File: config.mk
export PLATFORM = sky130hd
export DESIGN_NAME = vid_timing_gen
export DESIGN_NICKNAME = d
export VERILOG_FILES = /design/src/rtl/vid_pkg.sv /design/src/rtl/vid_axis_cnt.sv /design/src/rtl/vid_timing_gen.sv
export SDC_FILE = /design/constraint.sdc
export NUM_CORES = 1
export LEC_CHECK = 0
export ABC_AREA = 1
export BUFFER_PORTS_ARGS = -buffer_cell sky130_fd_sc_hd__buf_2
export CORE_MARGIN = 5
export CORE_UTILIZATION = 45
export CTS_BUF_LIST = sky130_fd_sc_hd__clkbuf_8
export CTS_CLUSTER_DIAMETER = 60
export DETAILED_ROUTE_END_ITERATION = 8
export PLACE_DENSITY = 0.78
export SYNTH_ARGS = -nofsm -noshare
export SYNTH_HDL_FRONTEND = slang
export SYNTH_HIERARCHICAL = 1
export SYNTH_SLANG_ARGS = --single-unit
File: constraint.sdc
create_clock -name clk -period 6.05 [get_ports clk]
set_clock_uncertainty 0.1 [all_clocks]
set_input_delay 0.3025 -clock clk [delete_from_list [all_inputs] [get_ports clk]]
set_output_delay 0.3025 -clock clk [all_outputs]
set_load 0.02 [all_outputs]
File: src/rtl/vid_pkg.sv
// Shared types and default 640x480 timing for the raster timing generator.
// Counters are 12 bits wide, so each axis total must stay within 4096.
package vid_pkg;
    localparam int CNT_W = 12;

    typedef logic [CNT_W-1:0] vid_cnt_t;

    typedef struct packed {
        logic hsync;
        logic hblank;
        logic vsync;
        logic vblank;
        logic enable;
    } vid_timing_t;

    localparam int DEF_H_ACTIVE = 640;
    localparam int DEF_H_FP     = 16;
    localparam int DEF_H_SYNC   = 96;
    localparam int DEF_H_BP     = 48;
    localparam int DEF_V_ACTIVE = 480;
    localparam int DEF_V_FP     = 10;
    localparam int DEF_V_SYNC   = 2;
    localparam int DEF_V_BP     = 33;

    function automatic vid_cnt_t wrap_inc(input vid_cnt_t c, input vid_cnt_t last);
        return (c == last) ? '0 : c + vid_cnt_t'(1);
    endfunction
endpackage

File: src/rtl/vid_axis_cnt.sv
// One raster axis: wrapping counter plus blank/sync decode of its next value.
// Advances on adv with no stall path; wrap is a same-cycle carry into the next axis.
module vid_axis_cnt
    import vid_pkg::*;
#(
    parameter int ACTIVE   = DEF_H_ACTIVE,
    parameter int FP       = DEF_H_FP,
    parameter int SYNC     = DEF_H_SYNC,
    parameter int BP       = DEF_H_BP,
    parameter bit SYNC_POL = 1'b0
) (
    input  logic     clk,
    input  logic     reset,
    input  logic     adv,
    output vid_cnt_t cnt,
    output vid_cnt_t cnt_nxt,
    output logic     blank_nxt,
    output logic     sync_nxt,
    output logic     wrap
);
    localparam int       TOTAL   = ACTIVE + FP + SYNC + BP;
    localparam vid_cnt_t LAST    = vid_cnt_t'(TOTAL - 1);
    localparam vid_cnt_t ACT_END = vid_cnt_t'(ACTIVE);
    localparam vid_cnt_t SYNC_LO = vid_cnt_t'(ACTIVE + FP);
    localparam vid_cnt_t SYNC_HI = vid_cnt_t'(ACTIVE + FP + SYNC);

    logic sync_act;

    assign wrap    = adv && (cnt == LAST);
    assign cnt_nxt = adv ? wrap_inc(cnt, LAST) : cnt;

    assign blank_nxt = (cnt_nxt >= ACT_END);
    assign sync_act  = (cnt_nxt >= SYNC_LO) && (cnt_nxt < SYNC_HI);
    assign sync_nxt  = SYNC_POL ? sync_act : !sync_act;

    // Reset parks on the last position so the first advance lands on 0.
    always_ff @(posedge clk or negedge reset) begin
        if (!reset) begin
            cnt <= LAST;
        end else begin
            cnt <= cnt_nxt;
        end
    end
endmodule

File: src/rtl/vid_timing_gen.sv
// Raster sync/blank/enable generator; outputs registered from next-state decode (0-cycle skew).
// Paced only by pix_ce, no backpressure; VID_TIMING_PREFETCH_EN adds the early line_req.
module vid_timing_gen
    import vid_pkg::*;
#(
    parameter int H_ACTIVE  = DEF_H_ACTIVE,
    parameter int H_FP      = DEF_H_FP,
    parameter int H_SYNC    = DEF_H_SYNC,
    parameter int H_BP      = DEF_H_BP,
    parameter int V_ACTIVE  = DEF_V_ACTIVE,
    parameter int V_FP      = DEF_V_FP,
    parameter int V_SYNC    = DEF_V_SYNC,
    parameter int V_BP      = DEF_V_BP,
    parameter bit HSYNC_POL = 1'b0,
    parameter bit VSYNC_POL = 1'b0,
    parameter int PREFETCH  = 32
) (
    input  logic        clk,
    input  logic        reset,
    input  logic        pix_ce,
    output logic        hsync,
    output logic        hblank,
    output logic        vsync,
    output logic        vblank,
    output logic        enable,
    output logic [11:0] hcount,
    output logic [11:0] vcount,
    output logic        frame_start,
    output logic        line_req,
    output logic [11:0] line_req_num
);
    localparam int H_TOTAL = H_ACTIVE + H_FP + H_SYNC + H_BP;
    localparam int V_TOTAL = V_ACTIVE + V_FP + V_SYNC + V_BP;

    localparam vid_timing_t TIMING_RST = '{hsync: !HSYNC_POL, hblank: 1'b1,
                                           vsync: !VSYNC_POL, vblank: 1'b1,
                                           enable: 1'b0};

    if (H_BP < 1 || V_BP < 1 || H_TOTAL > 4096 || V_TOTAL > 4096 ||
        PREFETCH < 1 || PREFETCH >= H_TOTAL) begin : g_bad_cfg
        $error("vid_timing_gen: invalid timing parameters");
    end

    vid_cnt_t    h_nxt;
    vid_cnt_t    v_nxt;
    logic        h_blank_nxt, h_sync_nxt, h_wrap;
    logic        v_blank_nxt, v_sync_nxt, v_wrap;
    vid_timing_t timing_nxt;
    vid_timing_t timing_q;

    vid_axis_cnt #(
        .ACTIVE(H_ACTIVE), .FP(H_FP), .SYNC(H_SYNC), .BP(H_BP), .SYNC_POL(HSYNC_POL)
    ) u_h (
        .clk(clk), .reset(reset), .adv(pix_ce),
        .cnt(hcount), .cnt_nxt(h_nxt),
        .blank_nxt(h_blank_nxt), .sync_nxt(h_sync_nxt), .wrap(h_wrap)
    );

    // The vertical axis only steps on a line wrap, so vsync/vblank move only as hcount hits 0.
    vid_axis_cnt #(
        .ACTIVE(V_ACTIVE), .FP(V_FP), .SYNC(V_SYNC), .BP(V_BP), .SYNC_POL(VSYNC_POL)
    ) u_v (
        .clk(clk), .reset(reset), .adv(h_wrap),
        .cnt(vcount), .cnt_nxt(v_nxt),
        .blank_nxt(v_blank_nxt), .sync_nxt(v_sync_nxt), .wrap(v_wrap)
    );

    always_comb begin
        timing_nxt = '{hsync: h_sync_nxt, hblank: h_blank_nxt,
                       vsync: v_sync_nxt, vblank: v_blank_nxt,
                       enable: !h_blank_nxt && !v_blank_nxt};
    end

    always_ff @(posedge clk or negedge reset) begin
        if (!reset) begin
            timing_q    <= TIMING_RST;
            frame_start <= 1'b0;
        end else begin
            if (pix_ce) begin
                timing_q <= timing_nxt;
            end
            frame_start <= v_wrap;
        end
    end

    assign hsync  = timing_q.hsync;
    assign hblank = timing_q.hblank;
    assign vsync  = timing_q.vsync;
    assign vblank = timing_q.vblank;
    assign enable = timing_q.enable;

`ifdef VID_TIMING_PREFETCH_EN
    localparam vid_cnt_t REQ_H  = vid_cnt_t'(H_TOTAL - PREFETCH);
    localparam vid_cnt_t V_LAST = vid_cnt_t'(V_TOTAL - 1);
    localparam vid_cnt_t V_ACT  = vid_cnt_t'(V_ACTIVE);

    vid_cnt_t req_line;
    logic     req_fire;

    // REQ_H is never 0, so vcount is stable on the request edge.
    assign req_line = wrap_inc(vcount, V_LAST);
    assign req_fire = pix_ce && (h_nxt == REQ_H) && (req_line < V_ACT);

    always_ff @(posedge clk or negedge reset) begin
        if (!reset) begin
            line_req     <= 1'b0;
            line_req_num <= '0;
        end else begin
            line_req <= req_fire;
            if (req_fire) begin
                line_req_num <= req_line;
            end
        end
    end
`else
    assign line_req     = 1'b0;
    assign line_req_num = '0;
`endif
endmodule
# Yosys cells after proc, flatten, opt, wreduce, memory -nomap -nowiden
# Index checks and enable logic that the tools add are counted.
# word_totals
ff_bits	30
latch_bits	0
ram_bits	0
romBits	0
output_inout_bits	43
elab_cells	31
memories	0
# op_classes
addsub	2
n_mul	0
div	0
magnitude_cmp	6
eq_ne	2
shift	0
n_mux	4
bitwise	0
n_reduce_logical	9
# op_table
op	count
12-bit 2-to-1 mux	4
12-bit by 1-bit adder with 12-bit output, second input constant	2
12-bit by 10-bit equality test with 1-bit output, second input constant	2
12-bit by 10-bit greater-or-equal comparator with 1-bit output, second input constant	2
12-bit by 9-bit greater-or-equal comparator with 1-bit output, second input constant	2
12-bit by 10-bit less-than comparator with 1-bit output, second input constant	1
12-bit by 9-bit less-than comparator with 1-bit output, second input constant	1
1-bit logical AND	5
1-bit logical NOT	4

# Longest topological paths before layout
# logic_depth
word_depth	6
depth_mapped	19
mapped_depth_nobuf	18

# By module
# Netlist, hierarchy kept.
# by_module_without_submodules
module	instances	cells_per_inst	area_each_um2
vid_axis_cnt at u_v	1	118	814.5
vid_axis_cnt at u_h	1	106	809.5
vid_timing_gen	1	37	320.3

# Worst setup path after synthesis
# OpenSTA, ideal clock, no wires.
# synth_path
path_type	register -> register
startpoint	register u_h.cnt[0]
endpoint	register timing_q (netlist bit enable)
setup_time_ns	0.065
arrival_ns	2.400
slack_ns	3.485
stages_incl_launch_ff	19
path_buffers	1
period_less_slack_ns	2.565
path_cell_list	dfstp_2 ha_1 nand2_1 nor2_8 nand3_2 inv_1 buf_2 nand2_2 nor2_4 nand2_2 nor2_1 nand3_1 nand2_2 nand3_2 nor2_2 nand2_1 nor2_1 nand2_1 nand2_1
# synth_lines
element	line	rtl
start, declared	vid_axis_cnt.sv:15	output vid_cnt_t cnt,
start signal, assigned	vid_axis_cnt.sv:41	cnt <= cnt_nxt;
end signal, assigned	vid_timing_gen.sv:80	timing_q <= timing_nxt;
end, declared	vid_timing_gen.sv:49	vid_timing_t timing_q;

==> results by group <==
STA
  – Number of hold violations in the final report: 0
  – Max-slew violation count: 0
  – Setup Viol. Count Final: 0
  – PnR worst setup slack: 3.289 ns
  – Post-route fraction of the period consumed by the critical path: 45.63%
  – Highest clock frequency the design can meet: 0.3622 GHz
  – Tightest Pin Transition: 0.6557 ns
  – Fin crit period: 2.761 ns
  – Worst rel slew slack: 56.28%
  – Setup TNS: 0 ns
  – Setup repair after global routing missed its margin: false
  – Worst hold slack: 0.2871 ns

Placed design
  – Input/output buffers: 32
  – Placer Congestion: 0.8796
  – Cell Count Post-Placement: 342
  – Pre-CTS worst setup slack: 3.288 ns
  – HPWL after DPL: 3110 um

Die
  – Core Rows: 24
  – Area of the die: 0.005735 sq mm
  – Horiz. Die Dim: 75.73 um
  – Boundary Pins: 46
  – Height of the die: 75.73 um
  – Core Footprint: 0.004264 sq mm
  – Effective utilization at floorplan: 45.60%

Global routing
  – Gr usage total: 15.56%
  – Grt ovf: 0
  – Largest net degree at the start of global routing: 31
  – Via count of the first global-routing pass: 1,551
  – Number of antenna violations at the first check in global routing: 0
  – Wire length of the first global-routing pass: 6734 um

Finish
  – Layout Cells excl Fill: 351
  – Area Growth Syn to Fin: 14.09%
  – Antenna Diode Count: 0
  – Post-layout nets: 304
  – Multi-input gate area in the final layout: 930.9 sq um
  – Utilization after layout: 52.02%
  – Count of filler cells inserted in the layout: 428
  – Fraction of layout cells with a size suffix above 1: 28.09%
  – Seq. cell area: 768.2 sq um

Critical path
  – Max stage delay cell, worst path: dfstp_2
  – Startpoint of the worst register-to-register path: u_h/cnt[0]
  – CP max stage delay: 0.56 ns
  – Endpoint required time on the critical path: 6.17 ns
  – Worst Path Max Fanout: 10
  – End of the worst register-to-register path: enable
  – Arrival time of data at the critical path endpoint: 2.88 ns
  – Cell depth of the worst flop-to-flop path: 15
  – CP Launch Type: register
  – Critical path class: register to register
  – Worst R2R Setup Slack: 3.29 ns
  – Endpoint kind of the worst setup timing path: register
  – Chain of cells forming the critical path: ha_1 > nand2_1 > nor2_8 > nand3_2 > inv_1 > nand2_2 > nor2_4 > nand2_2 > nor3b_1 > nor2_2 > nor2_2 > nand2_1 > nor2_1 > nand2_1 > nand2_1
  – Cell mode on critical path: nand2_1

Clock network
  – CTS buffer count: 5
  – Clock latency at the later pin of the worst-skew pair: 0.28 ns
  – Clock-pin slew on the worst setup and hold paths: 0.06 ns
  – Clock root buffer master: clkbuf_8
  – # clock sinks: 30
  – Post-CTS setup-driven buffer insertion count: 0
  – TritonCTS clock tree: done
  – Buffers from clock root to sink, at most: 2
  – Number of cells upsized or downsized after cts: 0
  – Level count of the clock H-tree: 2

Synthesis
  – Post-synthesis sequential element count: 30
  – Most used flip-flop cell after synthesis: dfrtp_1
  – Proportion of netlist area held by the largest area contributor: 20.59%
  – Synth cell types: 32
  – Library cell occupying the most area in the post-synthesis netlist: dfrtp_1
  – Count of mapped cells out of synthesis: 261
  – Mean area per synthesized cell: 7.450 sq um
  – Yosys Warn Count: 6
  – Synth top area cells: dfrtp_1 (21%), dfstp_2 (19%), nand2_1 (15%)
  – Number of flops mapped to enable cells by yosys: 0
  – Sequential share of the synthesized area: 39.51%
  – Share of flip-flops with an asynchronous set or reset after synthesis: 100.0%
  – Post-synth design cell area: 0.001944 sq mm

Drt
  – Total DRC errors in the routed layout: 0
  – Vias per Instance: 4.775
  – Number of antenna-violating nets in the routed design: 0
  – Sum of routed wire length over all layers: 4002 um
  – Via total after detailed routing: 1,676
  – Detailed Route Iter0 Violations: 77
  – Iteration count of the initial detailed-routing pass: 4
  – Routed len/inst: 11.40 um

Min path
  – Worst Hold Endpoint: hsync
  – Worst hold start: pix_ce
  – Class of the tightest hold or removal check: input pin to register
  – Number of stages on the worst hold path: 3

Power
  – Leakage: 1.213 nW
  – Pwr dens: 315.2 mW/mm^2
  – Worst-case vdd ir drop: 137.3 uV

Status
  – Result of the run: finished, final reports clean

Flow run
  – Total of max-cap violations: 0
repair_timing:
| action | CTS | global route |
|---|---|---|
| setup endpoints to repair | 0 | 0 |
| hold endpoints to repair | 16 | 0 |
| hold buffers | 1 | 0 |
power by group:
group | switching [mW] | internal (mW) | leakage [nW]
Clock | 0.0737 | 0.115 | 0.0575
Sequential | 0.0384 | 0.248 | 0.329
Combinational | 0.151 | 0.0724 | 0.827
worst max-delay path by stage:
stage / start / to / slack [ns] / cells after the start
after floorplan: u_h/cnt[0] / enable / 3.49 / 18
after global placement: u_h/cnt[0] / enable / 3.41 / 15
after detailed placement: u_h/cnt[0] / enable / 3.29 / 15
after CTS: u_h/cnt[0] / enable / 3.27 / 15
after global routing: u_h/cnt[0] / enable / 2.95 / 17
final: u_h/cnt[0] / enable / 3.29 / 15
cell usage after synthesis (3+ instances only):
cell type  number
a21oi_1         5
buf_4          13
dfrtp_1        16
dfstp_2        14
ha_1            3
inv_1          43
nand2_1        76
nand2_2         9
nand3_1        20
nand3_2         7
nand4_1         6
nor2_1         18
nor2_2          5
xor2_1          4
per-layer routing:
metal / share of wire (%) / vias to the layer above / global-route usage, %
li1: - / 847 / -
met1: 43 / 782 / 18.11
met2: 50 / 41 / 26.37
met3: 5.8 / 6 / 5.541
met4: 1.6 / 0 / 5.631
met5: 0 / - / 0
through the flow:
step	instance area (sq um)	power, mW
final	2218	0.6992
after global routing	2218	0.7560
after CTS	2218	0.7122
after detailed placement	2098	0.5165
after global placement	2098	0.5116
after floorplan	1989	0.4618
critical path, delay by kind of cell (launching register included):
family,cells,cell delay (ns)
AND/OR/NAND/NOR,13,1.57
adder cells (fa/ha/maj),1,0.17
buffers and inverters,1,0.29
flip-flops,1,0.56
flip-flops by register name (all words and copies together) (netlist names):
name and cells:
u_h/cnt 12, u_v/cnt 12, enable 1, frame_start 1, hblank 1, hsync 1, vblank 1, vsync 1
cells by family (layout without fill, tap and decap cells):
kind of cell	count (synthesis)	count (layout)	synth area share, %
buffers and inverters	61	87	14.93
adder cells (fa/ha/maj)	3	3	1.931
XOR/XNOR	4	4	1.802
AO/OA/AOI/OAI	11	11	3.281
flip-flops	30	30	39.51
other	1	13	0.1929
AND/OR/NAND/NOR	151	151	38.35
cells in the final DEF (no fill, tap or decap):
master         instances
nand2_1               76
inv_1                 43
buf_2                 32
nand3_1               20
nor2_1                18
dfrtp_1               16
dfstp_2               14
conb_1                13
nand2_2                9
clkbuf_8               8
nand3_2                7
nand4_1                6
nor2_2                 5
a21oi_1                5
xor2_1                 4
ha_1                   3
nor2_4                 2
nor3_1                 2
o21bai_1               2
o21ai_0                2
inv_2                  1
dlygate4sd3_1          1
nand2_4                1
clkinv_2               1
nor2_8                 1
o21ai_1                1
clkinv_1               1
and2_4                 1
nand3b_1               1
o21ai_2                1
nor3_2                 1
nor3b_1                1
cell type report:
type / count / area share (%)
Multi-Input combinational cell: 182 / 41.96
Tap cell: 52 / 2.933
Sequential cell: 30 / 34.63
Clock buffer: 8 / 4.963
Timing Repair Buffer: 33 / 7.671
Inverter: 46 / 7.840
Power figures use the tool's default switching activity.
